**src/rtl/priority_encoder_hs_pkg.sv**
```systemverilog
// enc_pkg: constants and types shared by the priority encoder and its interface.
//   N_DEF / W_DEF : default request count and code width (same as the 2-to-4 decoder)
//   state_t       : handshake FSM state (IDLE = nothing presented, HOLD = code presented)
package enc_pkg;

  localparam int N_DEF = 4;
  localparam int W_DEF = 2;

  typedef enum logic {
    IDLE = 1'b0,
    HOLD = 1'b1
  } state_t;

endpackage

```
**src/rtl/priority_encoder_hs_if.sv**
```systemverilog
// priority_encoder_hs_if: request/handshake bundle between event sources,
// the priority encoder and a binary-indexed consumer.
//   req_in     : request pulses (one bit per line)
//   clr_all    : synchronous flush
//   code_ready : consumer accepts the presented code
//   code_out   : presented index
//   code_valid : code_out is valid
//   pending    : registered pending vector
//   collision  : one-cycle pulse, a request hit an already pending bit
// slave modport is the encoder side, master the source/consumer side.
interface priority_encoder_hs_if #(
  parameter int N = enc_pkg::N_DEF
) ();

  localparam int W = $clog2(N);

  logic [N-1:0] req_in;
  logic         clr_all;
  logic         code_ready;
  logic [W-1:0] code_out;
  logic         code_valid;
  logic [N-1:0] pending;
  logic         collision;

  modport slave (
    input  req_in,
    input  clr_all,
    input  code_ready,
    output code_out,
    output code_valid,
    output pending,
    output collision
  );

  modport master (
    output req_in,
    output clr_all,
    output code_ready,
    input  code_out,
    input  code_valid,
    input  pending,
    input  collision
  );

endinterface

```
**src/rtl/priority_encoder_hs_prio_index.sv**
```systemverilog
// prio_index: combinational priority pick over a request vector.
//   vec : candidate vector
//   idx : index of the winning bit (0 when vec is empty)
//   any : at least one bit of vec is set
// LSB_FIRST=1 gives bit 0 the highest priority, LSB_FIRST=0 gives bit N-1.
module prio_index #(
  parameter int N         = enc_pkg::N_DEF,
  parameter int W         = $clog2(N),
  parameter bit LSB_FIRST = 1'b1
) (
  input  logic [N-1:0] vec,
  output logic [W-1:0] idx,
  output logic         any
);

  // Scan from the lowest-priority end so the last hit is the winner.
  always_comb begin
    idx = '0;
    any = |vec;
    if (LSB_FIRST) begin
      for (int unsigned i = N; i > 0; i--) begin
        if (vec[i-1]) idx = W'(i - 1);
      end
    end else begin
      for (int unsigned i = 0; i < N; i++) begin
        if (vec[i]) idx = W'(i);
      end
    end
  end

endmodule

```
**src/rtl/priority_encoder_hs.sv**
```systemverilog
// priority_encoder_hs: sequential N-to-log2(N) priority encoder with a
// valid/ready output handshake.
//   clk   : rising-edge clock
//   rst_n : asynchronous active-low reset
//   bus   : priority_encoder_hs_if.slave (req_in, clr_all, code_ready in;
//           code_out, code_valid, pending, collision out)
// Request pulses accumulate in a sticky pending vector; the highest-priority
// pending index is presented and held until accepted, and only the accepted
// bit is cleared. A new request on the accept cycle for the same bit wins
// over the clear.
module priority_encoder_hs
  import enc_pkg::*;
#(
  parameter int N         = N_DEF,
  parameter int W         = $clog2(N),
  parameter bit LSB_FIRST = 1'b1
) (
  input  logic                  clk,
  input  logic                  rst_n,
  priority_encoder_hs_if.slave  bus
);

  state_t       state_q, state_d;
  logic [N-1:0] pending_q, pending_d;
  logic [W-1:0] code_q, code_d;
  logic         valid_q, valid_d;
  logic         coll_q, coll_d;

  logic [W-1:0] pick_idx;
  logic         pick_any;
  logic         accept;
  logic [N-1:0] clr_mask;

  prio_index #(
    .N         (N),
    .W         (W),
    .LSB_FIRST (LSB_FIRST)
  ) u_prio_index (
    .vec (pending_q),
    .idx (pick_idx),
    .any (pick_any)
  );

  // code_ready only matters while a code is presented.
  assign accept   = valid_q & bus.code_ready;
  assign clr_mask = accept ? (N'(1) << code_q) : '0;

  always_comb begin
    state_d   = state_q;
    code_d    = code_q;
    valid_d   = valid_q;
    // Clear is applied before the OR so a same-cycle set keeps the bit.
    pending_d = (pending_q & ~clr_mask) | bus.req_in;
    coll_d    = |(bus.req_in & pending_q & ~clr_mask);

    unique case (state_q)
      IDLE: begin
        if (pick_any) begin
          code_d  = pick_idx;
          valid_d = 1'b1;
          state_d = HOLD;
        end
      end
      HOLD: begin
        if (accept) begin
          valid_d = 1'b0;
          state_d = IDLE;
        end
      end
      default: begin
        valid_d = 1'b0;
        state_d = IDLE;
      end
    endcase

    if (bus.clr_all) begin
      pending_d = '0;
      coll_d    = 1'b0;
      code_d    = '0;
      valid_d   = 1'b0;
      state_d   = IDLE;
    end
  end

  always_ff @(posedge clk or negedge rst_n) begin
    if (!rst_n) begin
      state_q   <= IDLE;
      pending_q <= '0;
      code_q    <= '0;
      valid_q   <= 1'b0;
      coll_q    <= 1'b0;
    end else begin
      state_q   <= state_d;
      pending_q <= pending_d;
      code_q    <= code_d;
      valid_q   <= valid_d;
      coll_q    <= coll_d;
    end
  end

  assign bus.code_out   = code_q;
  assign bus.code_valid = valid_q;
  assign bus.pending    = pending_q;
  assign bus.collision  = coll_q;

endmodule

```
**src/flat_wrapper.sv**
```systemverilog
// flat-port wrapper written by rule: the top's interface ports become plain ports
module priority_encoder_hs_flat import enc_pkg::*;
#(
  parameter int N         = N_DEF,
  parameter int W         = $clog2(N),
  parameter bit LSB_FIRST = 1'b1
)
  (clk, rst_n, bus_req_in, bus_clr_all, bus_code_ready, bus_code_out, bus_code_valid, bus_pending, bus_collision);
  priority_encoder_hs_if #(.N(N)) bus_i ();
  input  logic clk;
  input  logic rst_n;
  input wire logic [$bits(bus_i.req_in)-1:0] bus_req_in;
  input wire logic [$bits(bus_i.clr_all)-1:0] bus_clr_all;
  input wire logic [$bits(bus_i.code_ready)-1:0] bus_code_ready;
  output wire logic [$bits(bus_i.code_out)-1:0] bus_code_out;
  output wire logic [$bits(bus_i.code_valid)-1:0] bus_code_valid;
  output wire logic [$bits(bus_i.pending)-1:0] bus_pending;
  output wire logic [$bits(bus_i.collision)-1:0] bus_collision;
  assign bus_i.req_in = bus_req_in;
  assign bus_i.clr_all = bus_clr_all;
  assign bus_i.code_ready = bus_code_ready;
  assign bus_code_out = bus_i.code_out;
  assign bus_code_valid = bus_i.code_valid;
  assign bus_pending = bus_i.pending;
  assign bus_collision = bus_i.collision;
  priority_encoder_hs #(.N(N), .W(W), .LSB_FIRST(LSB_FIRST)) u_core (.clk(clk), .rst_n(rst_n), .bus(bus_i));
endmodule
```
**config.mk**
```make
export PLATFORM = sky130hd
export DESIGN_NAME = priority_encoder_hs_flat
export DESIGN_NICKNAME = d
export VERILOG_FILES = /design/src/rtl/priority_encoder_hs_pkg.sv /design/src/rtl/priority_encoder_hs_if.sv /design/src/rtl/priority_encoder_hs_prio_index.sv /design/src/rtl/priority_encoder_hs.sv /design/src/flat_wrapper.sv
export SDC_FILE = /design/constraint.sdc
export NUM_CORES = 1
export LEC_CHECK = 0
export BUFFER_PORTS_ARGS = -buffer_cell sky130_fd_sc_hd__buf_2
export CORE_AREA = 3 3 40 42
export CTS_BUF_LIST = sky130_fd_sc_hd__clkbuf_4 sky130_fd_sc_hd__clkbuf_8
export DETAILED_ROUTE_END_ITERATION = 8
export DIE_AREA = 0 0 43 45
export GPL_TIMING_DRIVEN = 0
export PLACE_DENSITY = 0.57
export REMOVE_ABC_BUFFERS = 1
export SLEW_MARGIN = 20
export SYNTH_ARGS = -nofsm -noshare
export SYNTH_HDL_FRONTEND = slang
export SYNTH_SLANG_ARGS = --single-unit
```
**constraint.sdc**
```tcl
create_clock -name clk -period 2.5 [get_ports clk]
set_input_delay 0.375 -clock clk [delete_from_list [all_inputs] [get_ports clk]]
set_output_delay 0.375 -clock clk [all_outputs]
set_load 0.1 [all_outputs]
```
## Yosys cells after proc, flatten, opt, wreduce, memory -nomap -nowiden

Cells that the tools add are included.

- Input port bits: 8
- Output and inout bits: 8
- Register bits after elaboration: 9

- Reductions and logical operators: 5
- Eq/ne operators: 3
- Mux-type cells: 18
- Shift operators: 1
- Bitwise operators: 7

Operators by type and width:

| cell | count |
|---|---|
| $mux W2 | 7 |
| $and A4 B4 Y4 | 3 |
| $mux W4 | 2 |
| $reduce_or A4 Y1 | 2 |
| $mux W1 | 7 |
| $not A4 Y4 | 1 |
| $or A4 B4 Y4 | 1 |
| $pmux W1 S2 | 2 |
| $reduce_and A2 Y1 | 2 |
| $shl A1 B2 Y4 const A | 1 |
| $ne A3 B2 Y1 const B | 1 |
| $ne A3 B3 Y1 const B | 1 |
| $ne A2 B2 Y1 const B | 1 |
| $reduce_bool A2 Y1 | 1 |
| $and A1 B1 Y1 | 1 |
| $not A1 Y1 | 1 |

## Longest topological paths before layout

Gate-level depths: netlist of run 1.

- Depth after elaboration: 7
- Mapped depth: 3
- Depth with buffers taken out: 3

## By module

A second synthesis of run 1 with hierarchy kept.

- Cells, all modules: 45
- Area total of the unflattened synthesis: 439.2 um2

By module, submodules not included:

| module | times used | area each (um2) | seq. area each (um2) | cells an instance |
|---|---|---|---|---|
| priority_encoder_hs | 1 | 404.1 | 225.2 | 38 |
| prio_index | 1 | 35.0 | 0.0 | 7 |

## Least setup slack after synthesis of run 1

Ideal clock, no wire load.

- Path kind: flip-flop to flip-flop
- Start: reg u_core.valid_q, in the netlist u_core.bus.code_valid
- End: reg u_core.coll_q, in the netlist u_core.bus.collision
- Cell stages (with the launch flop): 4
- Setup time: 0.134 ns
- Period minus slack after synthesis: 1.634 ns
- Data arrival time: 1.499 ns
- Path slack: 0.866 ns
- Path buffers: 0
- Path through: dfrtp_1 nand4_1 a32oi_1 o22ai_1

- Longest elaborated chain between the ends: 6

RTL lines:

| item | RTL line | text |
|---|---|---|
| start: declaration | priority_encoder_hs.sv:26 | `logic valid_q, valid_d;` |
| start signal: assignment | priority_encoder_hs.sv:96 | `valid_q <= valid_d;` |
| $and A1 B1 Y1 | priority_encoder_hs.sv:45 | `assign accept = valid_q & bus.code_ready;` |
| $mux W4 | priority_encoder_hs.sv:46 | `assign clr_mask = accept ? (N'(1) << code_q) : '0;` |
| $not A4 Y4 | priority_encoder_hs.sv:54 | `coll_d = \|(bus.req_in & pending_q & ~clr_mask);` |
| $and A4 B4 Y4 | priority_encoder_hs.sv:54 |  |
| $reduce_or A4 Y1 | priority_encoder_hs.sv:54 |  |
| $mux W1 | priority_encoder_hs.sv:76 | `if (bus.clr_all) begin` |
| named net u_core.coll_d | priority_encoder_hs.sv:27 | `logic coll_q, coll_d;` |
| end signal: assignment | priority_encoder_hs.sv:97 | `coll_q <= coll_d;` |
| end: declaration | priority_encoder_hs.sv:27 |  |

The timed path passes the listed nets, and every way through them passes these cells.
A chain may end at the register's enable or synchronous reset.

## Worst setup path after layout of run 1

- Start: reg u_core.valid_q, in the netlist u_core.bus.code_valid
- End: out bus_code_valid

RTL lines:

| item | RTL line | text |
|---|---|---|
| end: declaration | flat_wrapper.sv:16 | `output wire logic [$bits(bus_i.code_valid)-1:0] bus_code_valid;` |

No word-level cell between the ends.

==> results.py, run 1 <==
metrics = {
    "final_layout": {
        "layout_commonest_cell": "buf_2",
        "final_cell_mix": "buf_2, dfrtp_1, nor2_1",
        "nets": 74,
        "instances_no_fill": 80,
        "area.growth.synth_to_final_pct": 30.0,
        "antenna_cells": 0,
        "utilization": 0.439,
        "final_cell_area_um2": 564,
        "drive_gt1_frac": 0.308,
    },
    "floorplan": {
        "die_h_um": 45,
        "die_x_um": 43,
        "dieArea_um2": 1940,
        "ios": 16,
        "row_count": 13,
        "start_util": 0.338,
        "core_um2": 1280,
    },
    "clock_tree": {
        "cts_tree": "done",
        "cts-root-buf": "clkbuf_4",
        "clk_pin_slew_ps": 60,
        "clock_path_buffers": 2,
        "cts_setup_buffers": 0,
        "post_cts_resized": 0,
        "cts_sinks": 9,
        "cts_made_buffers": 3,
        "clock_latency_ps": 250,
        "htreeDepth": 1,
    },
    "global_route": {
        "antenna_found_initial": 0,
        "grt_max_degree": 11,
        "grt_pass1_vias": 363,
        "overflow": 0,
        "track_usage": 0.116,
        "grt_pass1_wl_um": 1560,
    },
    "critical_path": {
        "slowest_stage": "buf_2",
        "worstPathRequired_ps": 2120,
        "arrival_ps": 1150,
        "reg2reg_slack_ps": 1430,
        "critPathMaxStageDelay_ps": 460,
        "cp_top_family": "buffers and inverters",
        "critical_path.max_fanout": 7,
        "reg2reg_depth": 3,
        "path_class": "reg2out",
        "r2r-start": "u_core.bus.code_out[1]$_DFFE_PN0P_",
        "cp-end-kind": "primary output",
        "start_kind": "flop",
        "reg2reg_to": "u_core.bus.collision$_DFF_PN0_",
        "crit_chain": "buf_2",
        "worst-path-buf-inv": 1,
    },
    "synth": {
        "syn_inst": 46,
        "yosys_warnings": 0,
        "seq_area_frac_synth": 0.519,
        "yosysTopAreaCellShare": 0.519,
        "yosysUniqueCellTypes": 19,
        "synth_area_leaders": "dfrtp_1, a21oi_1, nor2_1",
        "ys_ff_latch": 9,
        "synth_top_area_cell": "dfrtp_1",
        "syn_area_per_cell_um2": 9.44,
        "netlist_area_um2": 434,
    },
    "route": {
        "vias": 403,
        "routedWlPerCell_um": 12.4,
        "drt_iter0_markers": 5,
        "drt-total-wl_um": 994,
        "ant_nets": 0,
        "viasPerCell": 5.04,
        "drc_errors": 0,
        "dr.pass1.iters": 4,
    },
    "sta": {
        "hold_violations": 0,
        "rsz0062_at_grt": "no",
        "tns_ps": 0,
        "worst_pin_slew_ps": 487,
        "post-route-period-util": 0.609,
        "clock_skew_ps": 3.66,
        "fmax_mhz": 657,
        "period_minus_slack_ps": 1520,
        "fin_ws_ps": 977,
        "maxSlewHeadroom": 0.678,
        "slew_viol_final": 0,
        "setup_viol": 0,
    },
    "worst_hold_path": {
        "hold_depth": 3,
        "whs_endpoint": "u_core.bus.pending[2]$_DFF_PN0_",
        "hold_path_class": "in2reg",
        "worstHoldStart": "bus_req_in[2]",
    },
    "placed_design": {
        "place_area_um2": 524,
        "portBuffers": 15,
        "dp.cells": 75,
        "dp_slack_ps": 1250,
        "gp_congestion": 0.693,
        "dp_hpwl_um": 768,
    },
    "power": {
        "power_leakage_nw": 0.273,
        "peakVddDrop_mv": 0.301,
        "power_density_nw_per_um2": 782,
    },
    "flow_run": {
        "maxCapViolCount": 0,
    },
    "run_status": {
        "status": "finished, final reports clean",
    },
}
synthesized netlist by cell type, drive strengths merged:
library cell	instances
nand4	1
nand4b	2
a32oi	1
nand2b	1
nand2	4
o21bai	2
a21oi	7
o22ai	1
dfrtp	9
o21ba	1
nand4bb	1
and2	2
a21o	1
inv	1
a22oi	1
nor3b	1
clkbuf	1
nor3	1
nor2	8
metal layers:
| layer | wire length, um | track usage | vias to the layer above | part of all wire |
|---|---|---|---|---|
| li1 | - | - | 203 | - |
| met1 | 445 | 0.133 | 187 | 0.45 |
| met2 | 455 | 0.180 | 13 | 0.46 |
| met3 | 93 | 0.0757 | 0 | 0.094 |
| met4 | 0 | 0.0361 | 0 | 0 |
| met5 | 0 | 0 | - | 0 |
worst reg2reg max path, cell delays in order (launching register included):
cell and delay, ps:
dfrtp_1 430, nand4b_1 230, a22oi_1 180, o22ai_1 110
logic make-up after synthesis:
family,share of synthesized area
flip-flops,0.519
AO/OA/AOI/OAI,0.208
buffers and inverters,0.0173
AND/OR/NAND/NOR,0.256
sequential cells by signal, summed over array words and instances (netlist names):
name,cells
u_core.bus.code_out,2
u_core.bus.collision,1
u_core.bus.pending,4
u_core.state_q,1
u_core.bus.code_valid,1
through the flow:
| step | power [W] | hold WS, ps |
|---|---|---|
| 2_1_floorplan | 0.000291 | 79.4 |
| 3_3_place_gp | 0.000322 | 242 |
| 3_5_place_dp | 0.000325 | 235 |
| 4_1_cts | 0.000446 | 351 |
| 5_1_grt | 0.000468 | 350 |
| 6_report | 0.000441 | 354 |
worst max-delay path by stage:
| stage | from | endpoint | depth (start not counted) |
|---|---|---|---|
| floorplan | u_core.bus.code_valid$_DFFE_PN0P_ | u_core.bus.collision$_DFF_PN0_ | 3 |
| global placement | u_core.bus.code_valid$_DFFE_PN0P_ | bus_code_valid | 1 |
| detailed placement | u_core.bus.code_valid$_DFFE_PN0P_ | bus_code_valid | 1 |
| CTS | u_core.bus.code_valid$_DFFE_PN0P_ | bus_code_valid | 1 |
| global route | u_core.bus.code_valid$_DFFE_PN0P_ | bus_code_valid | 1 |
| finish | u_core.bus.code_valid$_DFFE_PN0P_ | bus_code_valid | 1 |
power breakdown:
part / leakage [nW] / switching, W / internal, W / total, W
logic: 0.140 / 0.000113 / 0.0000329 / 0.000146
clock network: 0.0184 / 0.0000470 / 0.0000721 / 0.000119
registers: 0.115 / 0.0000170 / 0.000159 / 0.000176
total: 0.273 / 0.000177 / 0.000264 / 0.000441
final cells by class:
cell class	count	area, um2
Tap cell	15	18.8
Sequential cell	9	225
Timing Repair Buffer	16	85.1
Clock buffer	4	30.0
Multi-Input combinational cell	35	201
Fill cell	130	721
Inverter	1	3.75
timing repair:
item,in CTS,in global routing
hold endpoints to repair,9,0
hold buffers,1,0
endpoints found under the setup margin,0,0
Power figures use the tool's default switching activity.
==> run 2: changes to the inputs <==
- ABC_AREA: default -> 1
- PLACE_DENSITY: 0.57 -> 0.6
- clock period: 2.5 -> 1.3 ns (I/O delays scaled with it)
==> run 2 against run 1 <==
  * Wire length shrank 1.3%
  * Clock power up 97%
  * Non-clock buffer count unchanged
  * Final area is 6.2% higher
  * Combinational power increased by 73%
  * Global-route usage up 0.54 points
  * Clock-buffer cell count did not move
  * First-iteration DRC count is 20% lower
  * Die area stayed put
  * Final cell count is 21% higher
  * Sequential share of layout area down 2.3 points
  * Critical path type unchanged
  * Largest cell class unchanged
  * Highest routed layer is now met4
==> results.py, run 2 <==
metrics = {
    "power": {
        "p_sw_w": 0.000316,
        "power_leakage_nw": 0.337,
        "pwr-share-seq": 0.400,
        "switching_share": 0.390,
        "total_power_w": 0.000811,
        "power.share.clock": 0.289,
        "peakVddDrop_mv": 0.537,
        "power_frac_comb": 0.310,
        "p_int_w": 0.000495,
        "power_density_nw_per_um2": 1350,
    },
    "critical_path": {
        "worstPathRequired_ps": 1110,
        "critical_path.max_fanout": 6,
        "path_class": "reg2out",
        "reg2reg_slack_ps": 270,
        "r2r-start": "u_core.bus.pending[0]$_DFF_PN0_",
        "start_kind": "flop",
        "worst-path-buf-inv": 1,
        "slowest_stage": "dfrtp_1",
        "cp-end-kind": "primary output",
        "cp_top_family": "flip-flops",
        "reg2reg_depth": 5,
        "reg2reg_to": "u_core.bus.code_out[0]$_DFFE_PN0P_",
        "arrival_ps": 1050,
        "critPathMaxStageDelay_ps": 460,
        "crit_chain": "buf_4",
    },
    "final_layout": {
        "instances_no_fill": 97,
        "final_cell_mix": "nand2_1, nor2_1, inv_1, buf_2, dfrtp_1",
        "drive_gt1_frac": 0.244,
        "layout_commonest_cell": "nand2_1",
        "nets": 91,
        "antenna_cells": 0,
        "largest_register_ffs": 4,
        "area.growth.synth_to_final_pct": 33.1,
        "num-fill-cells": 138,
    },
    "synth": {
        "yosysTopAreaCellShare": 0.500,
        "yosysMostFrequentCell": "nand2_1",
        "synth_area_leaders": "dfrtp_1, nand2_1, nor2_1",
        "ys_ff_latch": 9,
        "syn_area_per_cell_um2": 7.27,
        "seq_area_frac_synth": 0.500,
        "yosys_warnings": 0,
        "synth_ff_type": "dfrtp_1",
        "netlist_area_um2": 450,
        "synth_common_cells": "nand2_1, nor2_1, dfrtp_1, inv_1, a21oi_1",
        "synth-async-reset-ratio": 1.00,
        "syn_inst": 62,
        "synth_edf_count": 0,
        "yosysUniqueCellTypes": 11,
        "synth_top_area_cell": "dfrtp_1",
    },
    "route": {
        "dr.pass1.iters": 2,
        "viasPerCell": 4.53,
        "drc_errors": 0,
        "drt-total-wl_um": 981,
        "ant_nets": 0,
        "drt_iter0_markers": 4,
        "vias": 439,
        "routedWlPerCell_um": 10.1,
    },
    "floorplan": {
        "ios": 16,
        "start_util": 0.351,
        "die_x_um": 43,
        "core_um2": 1280,
        "row_count": 13,
        "dieArea_um2": 1940,
        "die_h_um": 45,
    },
    "global_route": {
        "grt_pass1_wl_um": 1730,
        "grt_pass1_vias": 414,
        "overflow": 0,
        "grt_max_degree": 10,
        "antenna_found_initial": 0,
        "track_usage": 0.122,
    },
    "worst_hold_path": {
        "hold_path_class": "in2reg",
        "worstHoldStart": "bus_req_in[1]",
        "hold_depth": 3,
        "whs_endpoint": "u_core.bus.pending[1]$_DFF_PN0_",
    },
    "clock_tree": {
        "cts-root-buf": "clkbuf_4",
        "cts_sinks": 9,
        "cts_tree": "done",
        "clk_pin_slew_ps": 60,
        "clock_latency_ps": 260,
        "htreeDepth": 1,
        "cts_setup_buffers": 0,
        "clock_path_buffers": 2,
        "cts_made_buffers": 3,
    },
    "sta": {
        "hold-worst-slack_ps": 171,
        "slew_viol_final": 0,
        "tns_ps": 0,
        "fin_ws_ps": 54.6,
        "period_minus_slack_ps": 1250,
        "rsz0062_at_grt": "no",
        "clock_skew_ps": 4.64,
        "post-route-period-util": 0.958,
        "setup_viol": 0,
        "worst_pin_slew_ps": 490,
        "maxSlewHeadroom": 0.676,
        "fmax_mhz": 803,
        "hold_violations": 0,
    },
    "placed_design": {
        "gp_congestion": 0.725,
        "dp_slack_ps": 206,
        "dp_hpwl_um": 772,
        "dp.cells": 92,
        "portBuffers": 15,
    },
    "flow_run": {
        "maxCapViolCount": 0,
    },
    "run_status": {
        "status": "finished, final reports clean",
    },
}
==> run 2: changes by cell type in the layout (fill, tap and decap cells not counted), sizes merged, moves of 3 or more <==
| cell | delta |
|---|---|
| nand2 | +13 |
| inv | +9 |
| o21ai | +4 |
| nor2 | +3 |
==> run 2: worst max path at each step <==
stage                                                   from                             end  depth (start not counted)
after floorplan            u_core.bus.code_valid$_DFFE_PN0P_  u_core.bus.collision$_DFF_PN0_                          7
after global placement    u_core.bus.code_out[0]$_DFFE_PN0P_                 bus_code_out[0]                          1
after detailed placement  u_core.bus.code_out[0]$_DFFE_PN0P_                 bus_code_out[0]                          1
after CTS                  u_core.bus.code_valid$_DFFE_PN0P_                  bus_code_valid                          1
after global routing      u_core.bus.code_out[0]$_DFFE_PN0P_                 bus_code_out[0]                          1
final                     u_core.bus.code_out[0]$_DFFE_PN0P_                 bus_code_out[0]                          1
==> run 2: power by group through the flow <==
stage / Clock (W) / Sequential, W / Combinational [W]
after floorplan: 0 / 0.000463 / 0.0000558
after global placement: 0 / 0.000329 / 0.000241
after detailed placement: 0 / 0.000329 / 0.000243
after CTS: 0.000248 / 0.000325 / 0.000254
after global routing: 0.000267 / 0.000329 / 0.000270
final: 0.000235 / 0.000324 / 0.000252
==> run 2: cell type report <==
cell class / count / area (um2) / area share
repair buffers: 16 / 100 / 0.167
inverters: 10 / 37.5 / 0.0626
clock buffers: 4 / 30.0 / 0.0501
well taps: 15 / 18.8 / 0.0313
multi-input cells: 43 / 188 / 0.313
flip-flops and latches: 9 / 225 / 0.376
==> run 2: per-layer routing <==
metal / share of wire / vias up / track usage / wire [um]
li1: - / 234 / - / -
met4: 0.0061 / 0 / 0.0542 / 6
met2: 0.46 / 10 / 0.198 / 449
met1: 0.48 / 193 / 0.148 / 466
met5: 0 / - / 0 / 0
met3: 0.059 / 2 / 0.0398 / 58
==> run 2: what timing repair did <==
item,4_1_cts,5_1_grt
endpoints found under the setup margin,6,0
hold buffers,1,0
resized for setup,6,0
endpoints found under the hold margin,9,0
==> run 2: cell families after synthesis <==
family | share of synthesized area
simple gates | 0.256
compound gates | 0.161
buf+inv | 0.0833
flops | 0.500
==> run 2: metrics by stage <==
| stage | instance area, um2 | utilization |
|---|---|---|
| 2_1_floorplan | 450 | - |
| 3_3_place_gp | 544 | 0.424 |
| 3_5_place_dp | 544 | 0.424 |
| 4_1_cts | 599 | 0.466 |
| 5_1_grt | 599 | 0.466 |
| 6_report | 599 | 0.466 |
